File: config.mk
export PLATFORM = sky130hd
export DESIGN_NAME = ppc_ebi_slave_flat
export DESIGN_NICKNAME = d
export VERILOG_FILES = /design/src/rtl/ppc_ebi_pkg.sv /design/src/rtl/ppc_ebi_slave_if.sv /design/src/rtl/ppc_ebi_sync.sv /design/src/rtl/ppc_ebi_slave.sv /design/src/flat_wrapper.sv
export SDC_FILE = /design/constraint.sdc
export NUM_CORES = 1
export LEC_CHECK = 0
export ABC_AREA = 1
export BUFFER_PORTS_ARGS = -buffer_cell sky130_fd_sc_hd__buf_2
export CAP_MARGIN = 20
export CELL_PAD_IN_SITES_DETAIL_PLACEMENT = 1
export CELL_PAD_IN_SITES_GLOBAL_PLACEMENT = 1
export CORE_MARGIN = 1.5
export CORE_UTILIZATION = 41
export CTS_BUF_LIST = sky130_fd_sc_hd__clkbuf_4
export DETAILED_ROUTE_END_ITERATION = 8
export GPL_ROUTABILITY_DRIVEN = 1
export PLACE_DENSITY_LB_ADDON = 0.08
export SYNTH_ARGS = -nofsm -noshare
export SYNTH_HDL_FRONTEND = slang
export SYNTH_SLANG_ARGS = --single-unit
File: constraint.sdc
create_clock -name clk -period 1.9 [get_ports clk]
set_input_delay 0.19 -clock clk [delete_from_list [all_inputs] [get_ports clk]]
set_output_delay 0.19 -clock clk [all_outputs]
set_load 0.005 [all_outputs]
File: src/rtl/ppc_ebi_pkg.sv
// Shared types and default parameters for the PowerPC EBI slave front end.
package ppc_ebi_pkg;

    typedef enum logic [1:0] {
        IDLE,
        QUAL,
        ACCESS,
        HOLD
    } state_t;

    typedef enum logic {
        RD,
        WR
    } acc_t;

    localparam int DEF_EBI_AW      = 24;
    localparam int DEF_ADDR_LSB    = 2;
    localparam int DEF_NCS         = 1;
    localparam int DEF_BE_W        = 4;
    localparam int DEF_DW          = 32;
    localparam int DEF_SYNC_STAGES = 2;

endpackage

File: src/rtl/ppc_ebi_slave_if.sv
// Pin-side and fabric-side signal bundle of the EBI slave.
import ppc_ebi_pkg::*;

interface ppc_ebi_slave_if #(
    parameter int EBI_AW   = DEF_EBI_AW,
    parameter int ADDR_LSB = DEF_ADDR_LSB,
    parameter int NCS      = DEF_NCS,
    parameter int BE_W     = DEF_BE_W,
    parameter int DW       = DEF_DW
);
    localparam int CSW = (NCS > 1) ? $clog2(NCS) : 1;

    logic [NCS-1:0]             cs_n;
    logic                       oe_n;
    logic [BE_W-1:0]            we_n;
    logic                       rd_wr;
    logic [EBI_AW-1:0]          ebi_addr;
    logic [DW-1:0]              ebi_data_i;
    logic [DW-1:0]              ebi_data_o;
    logic                       ebi_data_oe;
    logic [EBI_AW-ADDR_LSB-1:0] addr_o;
    logic [CSW-1:0]             cs_idx_o;
    logic [BE_W-1:0]            be_o;
    logic [DW-1:0]              wdata_o;
    logic                       re_o;
    logic                       we_o;
    logic [DW-1:0]              rd_data_i;

    modport slave (
        input  cs_n, oe_n, we_n, rd_wr, ebi_addr, ebi_data_i, rd_data_i,
        output ebi_data_o, ebi_data_oe, addr_o, cs_idx_o, be_o, wdata_o, re_o, we_o
    );

    modport master (
        output cs_n, oe_n, we_n, rd_wr, ebi_addr, ebi_data_i, rd_data_i,
        input  ebi_data_o, ebi_data_oe, addr_o, cs_idx_o, be_o, wdata_o, re_o, we_o
    );

endinterface

File: src/rtl/ppc_ebi_sync.sv
// Generic N-stage, W-bit synchronizer with a per-bit reset value.
module ppc_ebi_sync #(
    parameter int            W       = 1,
    parameter int            STAGES  = 2,
    parameter logic [W-1:0]  RST_VAL = '0
) (
    input  logic         clk,
    input  logic         rst,
    input  logic [W-1:0] i_d,
    output logic [W-1:0] o_q
);

    logic [W-1:0] r_pipe [STAGES];

    always_ff @(posedge clk) begin
        if (rst) begin
            for (int i = 0; i < STAGES; i++) r_pipe[i] <= RST_VAL;
        end else begin
            r_pipe[0] <= i_d;
            for (int i = 1; i < STAGES; i++) r_pipe[i] <= r_pipe[i-1];
        end
    end

    assign o_q = r_pipe[STAGES-1];

endmodule

File: src/rtl/ppc_ebi_slave.sv
// EBI slave: synchronizes bus pins, glitch-qualifies each chip-select cycle and
// issues one read or write strobe per assertion with latched address/data.
import ppc_ebi_pkg::*;

module ppc_ebi_slave #(
    parameter int EBI_AW      = DEF_EBI_AW,
    parameter int ADDR_LSB    = DEF_ADDR_LSB,
    parameter int NCS         = DEF_NCS,
    parameter int BE_W        = DEF_BE_W,
    parameter int DW          = DEF_DW,
    parameter int SYNC_STAGES = DEF_SYNC_STAGES
) (
    input  logic            clk,
    input  logic            rst,
    ppc_ebi_slave_if.slave  bus
);

    localparam int CSW = (NCS > 1) ? $clog2(NCS) : 1;
    localparam int OAW = EBI_AW - ADDR_LSB;

    logic [NCS-1:0]  w_csNS;
    logic            w_oeNS;
    logic [BE_W-1:0] w_weNS;
    logic            w_rdWrS;
    logic [OAW-1:0]  w_addrS;
    logic [DW-1:0]   w_dataS;
    logic            w_unusedOe;

    ppc_ebi_sync #(.W(NCS), .STAGES(SYNC_STAGES), .RST_VAL({NCS{1'b1}})) u_syncCs (
        .clk(clk), .rst(rst), .i_d(bus.cs_n), .o_q(w_csNS));
    ppc_ebi_sync #(.W(1), .STAGES(SYNC_STAGES), .RST_VAL(1'b1)) u_syncOe (
        .clk(clk), .rst(rst), .i_d(bus.oe_n), .o_q(w_oeNS));
    ppc_ebi_sync #(.W(BE_W), .STAGES(SYNC_STAGES), .RST_VAL({BE_W{1'b1}})) u_syncWe (
        .clk(clk), .rst(rst), .i_d(bus.we_n), .o_q(w_weNS));
    ppc_ebi_sync #(.W(1), .STAGES(SYNC_STAGES), .RST_VAL(1'b0)) u_syncRdWr (
        .clk(clk), .rst(rst), .i_d(bus.rd_wr), .o_q(w_rdWrS));
    ppc_ebi_sync #(.W(OAW), .STAGES(SYNC_STAGES), .RST_VAL({OAW{1'b0}})) u_syncAddr (
        .clk(clk), .rst(rst), .i_d(bus.ebi_addr[EBI_AW-1:ADDR_LSB]), .o_q(w_addrS));
    ppc_ebi_sync #(.W(DW), .STAGES(SYNC_STAGES), .RST_VAL({DW{1'b0}})) u_syncData (
        .clk(clk), .rst(rst), .i_d(bus.ebi_data_i), .o_q(w_dataS));

    // Output enable is tracked for completeness but plays no part in decode.
    assign w_unusedOe = w_oeNS;

    logic           w_csAny;
    logic [CSW-1:0] w_csIdx;
    logic           w_wc;
    logic           w_rc;
    logic           w_match;

    always_comb begin
        w_csIdx = '0;
        for (int i = NCS - 1; i >= 0; i--) begin
            if (!w_csNS[i]) w_csIdx = CSW'(i);
        end
    end

    assign w_csAny = ~&w_csNS;
    assign w_wc    = ~w_rdWrS & w_csAny & (w_weNS != {BE_W{1'b1}});
    assign w_rc    =  w_rdWrS & w_csAny & (w_weNS == {BE_W{1'b1}});

    state_t              r_state, w_nextState;
    logic                r_armed;
    logic [SYNC_STAGES-1:0] r_fill;
    acc_t                r_shType;
    logic [OAW-1:0]      r_shAddr;
    logic [CSW-1:0]      r_shIdx;
    logic [BE_W-1:0]     r_shBe;
    logic [DW-1:0]       r_shData;

    assign w_match = ((r_shType == WR) ? w_wc : w_rc) &&
                     (w_addrS == r_shAddr) && (w_csIdx == r_shIdx);

    always_comb begin
        w_nextState = r_state;
        case (r_state)
            IDLE:    if (r_armed && (w_wc || w_rc)) w_nextState = QUAL;
            QUAL:    w_nextState = w_match ? ACCESS : IDLE;
            ACCESS:  w_nextState = HOLD;
            HOLD:    if (!w_csAny) w_nextState = IDLE;
            default: w_nextState = IDLE;
        endcase
    end

    // Arming waits until the synchronizers hold post-reset pin samples, so a
    // chip select held low across reset is never mistaken for a fresh cycle.
    always_ff @(posedge clk) begin
        if (rst) begin
            r_state  <= IDLE;
            r_armed  <= 1'b0;
            r_fill   <= '0;
            r_shType <= RD;
            r_shAddr <= '0;
            r_shIdx  <= '0;
            r_shBe   <= '0;
            r_shData <= '0;
        end else begin
            r_state <= w_nextState;
            r_fill  <= {r_fill[SYNC_STAGES-2:0], 1'b1};
            if (r_fill[SYNC_STAGES-1] && !w_csAny) r_armed <= 1'b1;
            if (r_state == IDLE && w_nextState == QUAL) begin
                r_shType <= w_wc ? WR : RD;
                r_shAddr <= w_addrS;
                r_shIdx  <= w_csIdx;
                r_shBe   <= w_rc ? {BE_W{1'b1}} : ~w_weNS;
                r_shData <= w_dataS;
            end
        end
    end

    logic [OAW-1:0]  r_addrO;
    logic [CSW-1:0]  r_csIdxO;
    logic [BE_W-1:0] r_beO;
    logic [DW-1:0]   r_wdataO;
    logic            r_reO;
    logic            r_weO;
    logic [DW-1:0]   r_dataO;
    logic            r_dataOe;

    always_ff @(posedge clk) begin
        if (rst) begin
            r_addrO  <= '0;
            r_csIdxO <= '0;
            r_beO    <= '0;
            r_wdataO <= '0;
            r_reO    <= 1'b0;
            r_weO    <= 1'b0;
            r_dataO  <= '0;
            r_dataOe <= 1'b0;
        end else begin
            r_reO <= 1'b0;
            r_weO <= 1'b0;
            if (r_state == QUAL && w_nextState == ACCESS) begin
                r_addrO  <= r_shAddr;
                r_csIdxO <= r_shIdx;
                r_beO    <= r_shBe;
                r_wdataO <= r_shData;
                r_weO    <= (r_shType == WR);
                r_reO    <= (r_shType == RD);
            end
            if (r_state == ACCESS && r_shType == RD) begin
                r_dataO  <= bus.rd_data_i;
                r_dataOe <= 1'b1;
            end
            if (r_state == HOLD && w_nextState == IDLE) r_dataOe <= 1'b0;
        end
    end

    assign bus.addr_o      = r_addrO;
    assign bus.cs_idx_o    = r_csIdxO;
    assign bus.be_o        = r_beO;
    assign bus.wdata_o     = r_wdataO;
    assign bus.re_o        = r_reO;
    assign bus.we_o        = r_weO;
    assign bus.ebi_data_o  = r_dataO;
    assign bus.ebi_data_oe = r_dataOe;

endmodule

File: src/flat_wrapper.sv
// flat-port wrapper written by rule: the top's interface ports become plain ports
module ppc_ebi_slave_flat 
#(
    parameter int EBI_AW      = DEF_EBI_AW,
    parameter int ADDR_LSB    = DEF_ADDR_LSB,
    parameter int NCS         = DEF_NCS,
    parameter int BE_W        = DEF_BE_W,
    parameter int DW          = DEF_DW,
    parameter int SYNC_STAGES = DEF_SYNC_STAGES
)
  (clk, rst, bus_cs_n, bus_oe_n, bus_we_n, bus_rd_wr, bus_ebi_addr, bus_ebi_data_i, bus_rd_data_i, bus_ebi_data_o, bus_ebi_data_oe, bus_addr_o, bus_cs_idx_o, bus_be_o, bus_wdata_o, bus_re_o, bus_we_o);
  ppc_ebi_slave_if #(.EBI_AW(EBI_AW), .ADDR_LSB(ADDR_LSB), .NCS(NCS), .BE_W(BE_W), .DW(DW)) bus_i ();
  input  logic clk;
  input  logic rst;
  input wire logic [$bits(bus_i.cs_n)-1:0] bus_cs_n;
  input wire logic [$bits(bus_i.oe_n)-1:0] bus_oe_n;
  input wire logic [$bits(bus_i.we_n)-1:0] bus_we_n;
  input wire logic [$bits(bus_i.rd_wr)-1:0] bus_rd_wr;
  input wire logic [$bits(bus_i.ebi_addr)-1:0] bus_ebi_addr;
  input wire logic [$bits(bus_i.ebi_data_i)-1:0] bus_ebi_data_i;
  input wire logic [$bits(bus_i.rd_data_i)-1:0] bus_rd_data_i;
  output wire logic [$bits(bus_i.ebi_data_o)-1:0] bus_ebi_data_o;
  output wire logic [$bits(bus_i.ebi_data_oe)-1:0] bus_ebi_data_oe;
  output wire logic [$bits(bus_i.addr_o)-1:0] bus_addr_o;
  output wire logic [$bits(bus_i.cs_idx_o)-1:0] bus_cs_idx_o;
  output wire logic [$bits(bus_i.be_o)-1:0] bus_be_o;
  output wire logic [$bits(bus_i.wdata_o)-1:0] bus_wdata_o;
  output wire logic [$bits(bus_i.re_o)-1:0] bus_re_o;
  output wire logic [$bits(bus_i.we_o)-1:0] bus_we_o;
  assign bus_i.cs_n = bus_cs_n;
  assign bus_i.oe_n = bus_oe_n;
  assign bus_i.we_n = bus_we_n;
  assign bus_i.rd_wr = bus_rd_wr;
  assign bus_i.ebi_addr = bus_ebi_addr;
  assign bus_i.ebi_data_i = bus_ebi_data_i;
  assign bus_i.rd_data_i = bus_rd_data_i;
  assign bus_ebi_data_o = bus_i.ebi_data_o;
  assign bus_ebi_data_oe = bus_i.ebi_data_oe;
  assign bus_addr_o = bus_i.addr_o;
  assign bus_cs_idx_o = bus_i.cs_idx_o;
  assign bus_be_o = bus_i.be_o;
  assign bus_wdata_o = bus_i.wdata_o;
  assign bus_re_o = bus_i.re_o;
  assign bus_we_o = bus_i.we_o;
  ppc_ebi_slave #(.EBI_AW(EBI_AW), .ADDR_LSB(ADDR_LSB), .NCS(NCS), .BE_W(BE_W), .DW(DW), .SYNC_STAGES(SYNC_STAGES)) u_core (.clk(clk), .rst(rst), .bus(bus_i));
endmodule
==> metrics, run 1 <==
outcome finished, final reports clean; #FFs+latches synth 277; Synth top area share 57.0%; Clock Latency Late Sink 650 ps; Arr. time, crit path 2290 ps; Yosys warnings 0; fillers 3,004; Hold Vio Cnt, Final 0; deepest clock path buffer count 3; Peak Freq 576 MHz; CTS Root Cell clkbuf_4; P_leak 6.20 nW; H-tree levels 3; reg2reg path depth 11; final-report setup violation count 0; Final GP Congestion 0.795; post-synthesis area per instance 7.60 µm²; Area growth syn-to-layout 32.3%; Max Cap Violations 0; RR Endpoint u_core.bus.wdata_o[23]$_SDFFE_PP0P_; RSZ-0062 raised after global routing false; global route overflow 0; Final Cycle Share 91.3%; initial cell density of the core 41.6%; VDD IR max 460 µV; Pwr per Cell Area 911 nW/µm²; CP Launch Type flip-flop; CTS tree built; FF-to-FF setup slack 160 ps; Rows 56; final worst setup slack 164 ps; clock sink count 277; die width 157 µm; Die Area 24,700 µm²; CTS clock-pin slew for the worst setup and hold paths 70 ps; total power 11.7 mW; share of cells above drive strength 1 20.5%; Hold Path Class in2reg; hold endpoint u_core.bus.wdata_o[15]$_SDFFE_PP0P_; critical path endpoint category flip-flop; Num CTS Buffers 72; Hold WS 79.0 ps; syn nets 1,378; vias 8,729; Final HPWL DP 15.6 mm; die height 157 µm; CP Max Fanout 9; Synth cell types 22; Final nets 1,683; Vias/cell 4.48; Util after Layout 55.0%; antenna violations before repair 2; post-route minimum period 1740 ps; remaining antenna violation count 0; largest net degree at the start of global routing 125; remaining routing DRC violations 0; multi-input logic area 3110 µm²; crit path kind reg2reg; max-slew violation count 0; 1st-iter DRT viols 275; drt total wl 25.9 mm; Hold Crit Depth 4; cells after synthesis 1,281; register area share after synthesis 57.0%; RR Startpoint u_core.r_state[0]$_SDFF_PP0_; Slew @ Worst Pin 563 ps; drt first pass iters 4; drt wl/cell 13.3 µm; overall global routing resource usage 21.5%; worst hold start rst; Fin Setup TNS 0 ps; core area 23,400 µm²; commonest cells after routing, fill and taps aside 318 x nor2_1, 277 x dfxtp_1, 210 x inv_1; worst clock skew 47.8 ps; Slew Limit Headroom 62.5%; worst slack at placement 161 ps; I/O Pins 191; input/output buffers 186; global-route wire length before repair 42.6 mm; commonest non-fill, non-tap cell in the layout nor2_1; FF+latch area 5550 µm²; critical path required time 2460 ps; synth top area cells dfxtp_1 57%, nor2_1 12%, inv_1 8.1%; cell area after synthesis 9730 µm²; cell accounting for the most synthesized area dfxtp_1; vias in the first global route 9,101
registers in the layout (all words and copies together) (netlist names):
signal and cells:
u_core.u_syncCs.r_pipe 2, u_core.bus.we_o 1, u_core.r_shData 32, u_core.bus.wdata_o 32, u_core.bus.ebi_data_o 32, u_core.u_syncData.r_pipe 64
u_core.r_shBe 4, u_core.bus.ebi_data_oe 1, u_core.r_shAddr 22, u_core.r_fill 2, u_core.bus.be_o 4, u_core.u_syncWe.r_pipe 8
u_core.bus.re_o 1, u_core.u_syncAddr.r_pipe 44, u_core.r_shType 1, u_core.r_state 2, u_core.u_syncRdWr.r_pipe 2, u_core.r_armed 1
u_core.bus.addr_o 22
synthesized netlist by cell type, drive strengths merged:
cell type / number
a21oi: 63
a31oi: 1
buf: 27
clkbuf: 40
conb: 1
dfxtp: 277
inv: 212
nand2: 157
nand3: 67
nand4: 6
nor2: 322
nor3: 2
o21ai: 92
or2: 10
xnor2: 3
xor2: 1
cells by family after synthesis:
| group | share of synthesized area [%] |
|---|---|
| buffers and inverters | 11.4 |
| XOR/XNOR | 0.360 |
| flip-flops | 57.0 |
| AND/OR/NAND/NOR | 23.2 |
| AO/OA/AOI/OAI | 8.04 |
| other | 0.0385 |
power by group:
part           internal (mW)  switching (mW)
clock network           2.76            2.30
logic                  0.333           0.348
registers               5.94          0.0477
total                   9.04            2.69
metal layers:
metal	vias up	global-route usage, %	part of all wire [%]
met3	51	5.56	5.2
met5	-	0	0
met1	4008	24.2	43
met4	0	9.34	2.3
li1	4471	-	-
met2	199	38.3	49
worst max-delay path by stage:
stage / cells past startpoint / startpoint / slack, ps / endpoint
6_report: 11 / u_core.r_state[0]$_SDFF_PP0_ / 160 / u_core.bus.wdata_o[23]$_SDFFE_PP0P_
5_1_grt: 12 / u_core.r_shAddr[12]$_SDFFE_PP0P_ / 1 / u_core.bus.addr_o[0]$_SDFFE_PP0P_
4_1_cts: 11 / u_core.r_state[0]$_SDFF_PP0_ / 130 / u_core.bus.wdata_o[14]$_SDFFE_PP0P_
3_5_place_dp: 11 / u_core.r_state[0]$_SDFF_PP0_ / 160 / u_core.bus.wdata_o[19]$_SDFFE_PP0P_
3_3_place_gp: 11 / u_core.r_state[0]$_SDFF_PP0_ / 240 / u_core.bus.wdata_o[18]$_SDFFE_PP0P_
2_1_floorplan: 11 / u_core.u_syncWe.r_pipe[0][5]$_SDFF_PP1_ / 440 / u_core.bus.wdata_o[22]$_SDFFE_PP0P_
cell type report:
cell class,count,share of cell area [%]
clock buffers,104,6.06
diodes,2,0.0389
inverters,212,6.20
clock inverters,13,0.836
well taps,319,3.10
multi-input cells,725,24.1
repair buffers,298,16.6
flip-flops and latches,277,43.1
worst max-delay path, cell delays in order, from the launching register on:
cell     delay, ps
dfxtp_1        420
inv_2           50
nor2_2         150
nand2_1         80
nor2_1          90
nand3_1         70
nor2_1         130
nand2_1        100
nor2_4         150
buf_4          210
nor2_1          60
nor2_1         140
per-stage QoR:
step / area, µm² / std cells
floorplan: 9730 / 1281
global placement: 11100 / 1739
detailed placement: 11100 / 1739
CTS: 12900 / 1948
global route: 12900 / 1950
finish: 12900 / 1950
what timing repair did:
| item | 4_1_cts | 5_1_grt |
|---|---|---|
| setup buffers | 0 | 0 |
| hold buffers | 92 | 0 |
| endpoints found under the hold margin | 92 | 0 |
| resized for setup | 0 | 1 |
| endpoints found under the setup margin | 0 | 4 |
Note: power is estimated with default switching activity, not from simulation.
==> inputs of run 2 (changes only) <==
- ABC_AREA: 1 -> not set
- CORE_UTILIZATION: 41 -> 42
==> metrics, run 2 <==
Post-synth EDFFs 0 (unchanged); input/output buffers 186 (unchanged); crit path kind reg2reg (unchanged); Rows 53 (was 56); CTS tree built (unchanged); multi-input logic area 3410 µm² (was 3110 µm²); H-tree levels 3 (unchanged); Yosys warnings 0 (unchanged); overall global routing resource usage 22.1% (was 21.5%); cell accounting for the most synthesized area dfxtp_1 (unchanged); top flop regs u_core.u_syncData.r_pipe (64), u_core.u_syncAddr.r_pipe (44) (unchanged); vias in the first global route 8,136 (was 9,101); synth top area cells dfxtp_1 61%, a21oi_1 8.2%, nor2b_1 7.6% (was dfxtp_1 57%, nor2_1 12%, inv_1 8.1%); syn nets 1,079 (was 1,378); global route overflow 0 (unchanged); cell area after synthesis 9100 µm² (was 9730 µm²); drt total wl 26.6 mm (was 25.9 mm); VDD IR max 593 µV (was 460 µV); global-route wire length before repair 39.4 mm (was 42.6 mm); deepest clock path buffer count 3 (unchanged); drt wl/cell 16.4 µm (was 13.3 µm); #FFs+latches synth 277 (unchanged); RSZ-0062 raised after global routing true (was false); vias 7,942 (was 8,729); FF+latch area 5550 µm² (about the same); largest net degree at the start of global routing 74 (was 125); Num CTS Buffers 72 (unchanged); CP Max Fanout 10 (was 9); Clock Latency Late Sink 660 ps (was 650 ps); Die Area 22,600 µm² (was 24,700 µm²); max-slew violation count 0 (unchanged); post-synthesis area per instance 9.27 µm² (was 7.60 µm²); critical path endpoint category flip-flop (unchanged); Max Cap Violations 0 (unchanged); Most used DFF post-synth dfxtp_1 (unchanged); Max stage delay on crit path 500 ps (was 420 ps); Hold Crit Depth 2 (was 4); total power 11.6 mW (was 11.7 mW); initial cell density of the core 43.0% (was 41.6%); remaining routing DRC violations 0 (unchanged); Worst setup startpoint u_core.u_syncWe.r_pipe[0][6]$_SDFF_PP1_ (was u_core.r_state[0]$_SDFF_PP0_); CP Launch Type flip-flop (unchanged); worst clock skew 43.0 ps (was 47.8 ps); Largest register FFs 64 (unchanged); Arr. time, crit path 2450 ps (was 2290 ps); reg2reg path depth 7 (was 11); die width 150 µm (was 157 µm); most frequent cell after synthesis dfxtp_1 (was nor2_1); Fin Setup TNS -125 ps (was 0 ps); Area growth syn-to-layout 39.1% (was 32.3%); crit-path leading delay family compound AO/OA/AOI/OAI gates (was simple AND/OR/NAND/NOR gates); Final GP Congestion 0.716 (was 0.795); Synth top area share 60.9% (was 57.0%); Peak Freq 519 MHz (was 576 MHz); antenna violations before repair 1 (was 2); final-report setup violation count 13 (was 0); Hold Vio Cnt, Final 0 (unchanged); CTS Root Cell clkbuf_4 (unchanged); worst-path cell chain and4_4 -> nand3_4 -> a2111o_2 -> buf_12 -> clkbuf_16 -> o21ai_1 -> a21oi_1 (was inv_2 -> nor2_2 -> nand2_1 -> nor2_1 -> nand3_1 -> nor2_1 -> nand2_1 -> nor2_4 -> buf_4 -> nor2_1 -> nor2_1); Final HPWL DP 14.9 mm (was 15.6 mm); Post-synth ARST share 0% (unchanged); final worst setup slack -26.8 ps (was 164 ps); outcome finished, violations left (was finished, final reports clean); commonest non-fill, non-tap cell in the layout dfxtp_1 (was nor2_1); critical path required time 2420 ps (was 2460 ps); RR Startpoint u_core.u_syncWe.r_pipe[0][6]$_SDFF_PP1_ (was u_core.r_state[0]$_SDFF_PP0_); Worst Path Buf+Inv 2 (unchanged); Pwr per Cell Area 919 nW/µm² (was 911 nW/µm²); share of cells above drive strength 1 29.9% (was 20.5%); Largest Register u_core.u_syncData.r_pipe (unchanged); cells after synthesis 982 (was 1,281); clock sink count 277 (unchanged); fillers 2,430 (was 3,004); commonest cells after routing, fill and taps aside 273 x dfxtp_1, 185 x buf_2, 178 x nand2_1 (was 318 x nor2_1, 277 x dfxtp_1, 210 x inv_1); Hold Path Class in2reg (unchanged); violated checks setup timing; Vias/cell 4.91 (was 4.48); Final Cycle Share 101% (was 91.3%); I/O Pins 191 (unchanged); FF-to-FF setup slack -30 ps (was 160 ps); remaining antenna violation count 0 (unchanged); Final nets 1,400 (was 1,683); CTS clock-pin slew for the worst setup and hold paths 70 ps (about the same); P_leak 5.17 nW (was 6.20 nW); Synth cell types 30 (was 22); drt first pass iters 4 (unchanged); core area 21,200 µm² (was 23,400 µm²); RR Endpoint u_core.bus.wdata_o[9]$_SDFFE_PP0P_ (was u_core.bus.wdata_o[23]$_SDFFE_PP0P_); worst hold start rst (unchanged); die height 150 µm (was 157 µm); synth cell count leaders 277 x dfxtp_1, 179 x nand2_1, 150 x a21oi_1, 111 x nor2b_1, 61 x nand3_1 (was 318 x nor2_1, 277 x dfxtp_1, 211 x inv_1, 157 x nand2_1, 92 x o21ai_0); register area share after synthesis 60.9% (was 57.0%); hold endpoint u_core.u_syncData.r_pipe[0][9]$_SDFF_PP0_ (was u_core.bus.wdata_o[15]$_SDFFE_PP0P_); CP max stage cell a2111o_2 (was dfxtp_1); 1st-iter DRT viols 289 (was 275); post-route minimum period 1930 ps (was 1740 ps)
run 2: cell count changes in the layout (fill, tap and decap cells not counted), sizes merged, moves of 8 or more:
| cell | delta |
|---|---|
| a21oi | +87 |
| inv | -211 |
| nor2b | +111 |
| clkbuf | +8 |
| nand2 | +22 |
| xor2 | +14 |
| buf | +20 |
| nor2 | -314 |
| o21ai | -34 |
run 2: what timing repair did:
item | CTS | global route
pin swaps | 2 | 5
endpoints found under the setup margin | 47 | 65
hold buffers | 92 | 0
cloned | 0 | 8
gates resized for setup | 5 | 105
endpoints found under the hold margin | 92 | 0
buffers inserted | 1 | 2
run 2: worst max-delay path by stage:
stage | end | slack (ps) | cells past startpoint
final | u_core.bus.wdata_o[9]$_SDFFE_PP0P_ | -30 | 7
after global routing | u_core.bus.addr_o[0]$_SDFFE_PP0P_ | -50 | 7
after CTS | u_core.bus.addr_o[19]$_SDFFE_PP0P_ | 20 | 6
after detailed placement | u_core.bus.wdata_o[9]$_SDFFE_PP0P_ | -50 | 6
after global placement | u_core.bus.addr_o[17]$_SDFFE_PP0P_ | 30 | 7
after floorplan | u_core.bus.wdata_o[11]$_SDFFE_PP0P_ | 120 | 7
run 2: logic make-up (layout without fill, tap and decap cells):
group | Yosys count | count (layout) | synth area share, %
xor+xnor | 23 | 23 | 2.21
other cells | 1 | 2 | 0.0412
compound gates | 215 | 215 | 12.3
buf+inv | 80 | 441 | 3.73
simple gates | 386 | 386 | 20.8
flops | 277 | 277 | 60.9
run 2: report_power, final:
part	internal (mW)	switching (mW)	total (mW)	leakage [nW]
registers	5.94	0.0443	5.98	2.26
clock network	2.65	2.28	4.93	0.514
logic	0.370	0.346	0.717	2.40
run 2: layout make-up:
class | instances | share of cell area, %
Inverter | 3 | 0.0890
Antenna cell | 1 | 0.0198
Clock inverter | 8 | 0.484
Tap cell | 275 | 2.72
Clock buffer | 106 | 6.29
Sequential cell | 277 | 43.8
Timing Repair Buffer | 324 | 19.6
Multi-Input combinational cell | 625 | 26.9
run 2: layer usage:
layer / track usage [%] / up-vias / wire length (µm)
li1: - / 3917 / -
met1: 26.0 / 3757 / 11300
met2: 38.3 / 228 / 13200
met3: 5.48 / 40 / 1520
met4: 9.07 / 0 / 563
met5: 0 / - / 0
run 2: per-stage QoR:
stage / std cells / utilization (%) / hold slack, ps / area, µm² / worst slack, ps
final: 1619 / 59.8 / 61.0 / 12700 / -26.8
after global routing: 1619 / 59.8 / 40.7 / 12700 / -49.0
after CTS: 1608 / 58.0 / 2.54 / 12300 / 18.1
after detailed placement: 1401 / 49.5 / 378 / 10500 / -51.4
after global placement: 1401 / 49.5 / 372 / 10500 / 25.7
after floorplan: 982 / - / 294 / 9100 / 125
==> inputs of run 3 (changes only) <==
- SETUP_SLACK_MARGIN: not set -> 0.5
==> metrics, run 3 (synthesized netlist as in run 2, its figures left out) <==
Num CTS Buffers 74 (was 72); Peak Freq 492 MHz (was 519 MHz); die height 150 µm (unchanged); CP max stage cell dfxtp_1 (was a2111o_2); worst clock skew 39.5 ps (was 43.0 ps); worst-path cell chain xor2_1 -> nor4_2 -> and4_4 -> buf_6 -> buf_12 -> nand3_1 -> a21oi_1 (was and4_4 -> nand3_4 -> a2111o_2 -> buf_12 -> clkbuf_16 -> o21ai_1 -> a21oi_1); Area growth syn-to-layout 51.2% (was 39.1%); final worst setup slack -134 ps (was -26.8 ps); FF+latch area 5580 µm² (was 5550 µm²); deepest clock path buffer count 3 (unchanged); multi-input logic area 3870 µm² (was 3410 µm²); Largest Register u_core.u_syncData.r_pipe (unchanged); Util after Layout 65.1% (was 59.8%); CP Max Fanout 8 (was 10); drt total wl 31.7 mm (was 26.6 mm); overall global routing resource usage 24.8% (was 22.1%); VDD IR max 486 µV (was 593 µV); final-report setup violation count 51 (was 13); input/output buffers 186 (unchanged); vias in the first global route 8,536 (was 8,136); max-slew violation count 0 (unchanged); P_leak 5.63 nW (was 5.17 nW); share of cells above drive strength 1 38.6% (was 29.9%); critical path endpoint category flip-flop (unchanged); Hold WS 117 ps (was 61.0 ps); placed cell area 10,500 µm² (about the same); Rows 53 (unchanged); critical path required time 2490 ps (was 2420 ps); drt first pass iters 4 (unchanged); Vias/cell 5.07 (was 4.91); Hold Vio Cnt, Final 0 (unchanged); global-route wire length before repair 43.4 mm (was 39.4 mm); CTS Root Cell clkbuf_4 (unchanged); antenna violations before repair 1 (unchanged); top flop regs u_core.u_syncData.r_pipe (64), u_core.u_syncAddr.r_pipe (44) (unchanged); Final nets 1,428 (was 1,400); remaining antenna violation count 0 (unchanged); Slew Limit Headroom 57.0%; Pwr per Cell Area 854 nW/µm² (was 919 nW/µm²); commonest non-fill, non-tap cell in the layout dfxtp_1 (unchanged); die width 150 µm (unchanged); post-route minimum period 2030 ps (was 1930 ps); Slew @ Worst Pin 645 ps; CTS clock-pin slew for the worst setup and hold paths 80 ps (was 70 ps); Fin Setup TNS -1840 ps (was -125 ps); Final GP Congestion 0.746 (was 0.716); CTS tree built (unchanged); Final Cycle Share 107% (was 101%); Final HPWL DP 14.7 mm (was 14.9 mm); core area 21,200 µm² (unchanged); drt wl/cell 19.2 µm (was 16.4 µm); vias 8,375 (was 7,942); 1st-iter DRT viols 336 (was 289); CP Launch Type flip-flop (unchanged); fillers 2,331 (was 2,430); H-tree levels 3 (unchanged); outcome finished, violations left (unchanged); largest net degree at the start of global routing 92 (was 74); Arr. time, crit path 2620 ps (was 2450 ps); Clock Latency Late Sink 680 ps (was 660 ps); Die Area 22,600 µm² (unchanged); Largest register FFs 64 (unchanged); clock sink count 277 (unchanged); commonest cells after routing, fill and taps aside 257 x dfxtp_1, 184 x buf_2, 123 x nand2_1 (was 273 x dfxtp_1, 185 x buf_2, 178 x nand2_1); Max Cap Violations 0 (unchanged); violated checks setup timing (unchanged); Max stage delay on crit path 470 ps (was 500 ps); RSZ-0062 raised after global routing true (unchanged); Hold Path Class in2reg (unchanged); Design Area, Final 13,800 µm² (was 12,700 µm²); remaining routing DRC violations 0 (unchanged); I/O Pins 191 (unchanged); initial cell density of the core 43.0% (unchanged); global route overflow 0 (unchanged); crit path kind reg2reg (unchanged)
-- run 3: cell count changes in the layout (fill, tap and decap cells not counted), moves of 7 or more --
cell,before,now
a21oi_1,147,113
a21oi_2,3,37
buf_12,13,23
buf_16,0,10
dfxtp_1,273,257
dfxtp_2,4,16
nand2_1,178,123
nand2_2,1,18
nand2_4,0,38
o21ai_0,0,7
o21ai_1,30,42
o21ai_2,26,9
-- run 3: final timing paths --
check	from	slack, ps	endpoint	cells past startpoint
worst max-delay path	u_core.r_shAddr[4]$_SDFFE_PP0P_	-130	u_core.bus.addr_o[2]$_SDFFE_PP0P_	7
worst min-delay path	rst	120	u_core.bus.wdata_o[11]$_SDFFE_PP0P_	2
worst max register to register	u_core.r_shAddr[4]$_SDFFE_PP0P_	-130	u_core.bus.addr_o[2]$_SDFFE_PP0P_	7
worst min register to register	u_core.u_syncWe.r_pipe[0][2]$_SDFF_PP1_	400	u_core.u_syncWe.r_pipe[0][6]$_SDFF_PP1_	1
-- run 3: final cells by class --
class / instances / share of cell area [%]
Sequential cell: 277 / 40.5
Clock buffer: 107 / 5.84
Clock inverter: 14 / 0.391
Tap cell: 275 / 2.50
Inverter: 3 / 0.0818
Timing Repair Buffer: 350 / 22.5
Antenna cell: 1 / 0.0182
Multi-Input combinational cell: 625 / 28.1
-- run 3: report_power, final --
group | internal (mW) | switching, mW | leakage, nW
Combinational | 0.419 | 0.380 | 2.84
Sequential | 5.93 | 0.0614 | 2.27
Clock | 2.56 | 2.40 | 0.525
Total | 8.91 | 2.84 | 5.63
-- run 3: layer usage --
| layer | GRT usage (%) | part of all wire, % | wire length [µm] |
|---|---|---|---|
| met1 | 29.0 | 40 | 12700 |
| met2 | 42.8 | 52 | 16400 |
| met3 | 5.97 | 4.8 | 1520 |
| met4 | 11.4 | 3.3 | 1060 |
| met5 | 0 | 0 | 0 |
-- run 3: what timing repair did --
| action | CTS | global route |
|---|---|---|
| gates cloned | 10 | 10 |
| resized for setup | 29 | 225 |
| hold buffers | 92 | 0 |
| endpoints found under the hold margin | 92 | 0 |
| pin swaps | 8 | 73 |
| buffers inserted | 8 | 11 |
| setup endpoints to repair | 122 | 160 |
-- run 3: metrics by stage --
stage	power [mW]	setup slack, ps	cells
4_1_cts	11.8	29.6	1630
2_1_floorplan	6.38	208	982
5_1_grt	12.3	-143	1652
3_5_place_dp	6.60	29.2	1399
6_report	11.8	-134	1652
3_3_place_gp	6.60	83.1	1399
-- run 3: critical path: cells and delay by family, from the launching register on --
| family | cells | cell delay, ps |
|---|---|---|
| simple gates | 3 | 820 |
| flops | 1 | 470 |
| buf+inv | 2 | 250 |
| compound gates | 1 | 220 |
| xor+xnor | 1 | 170 |
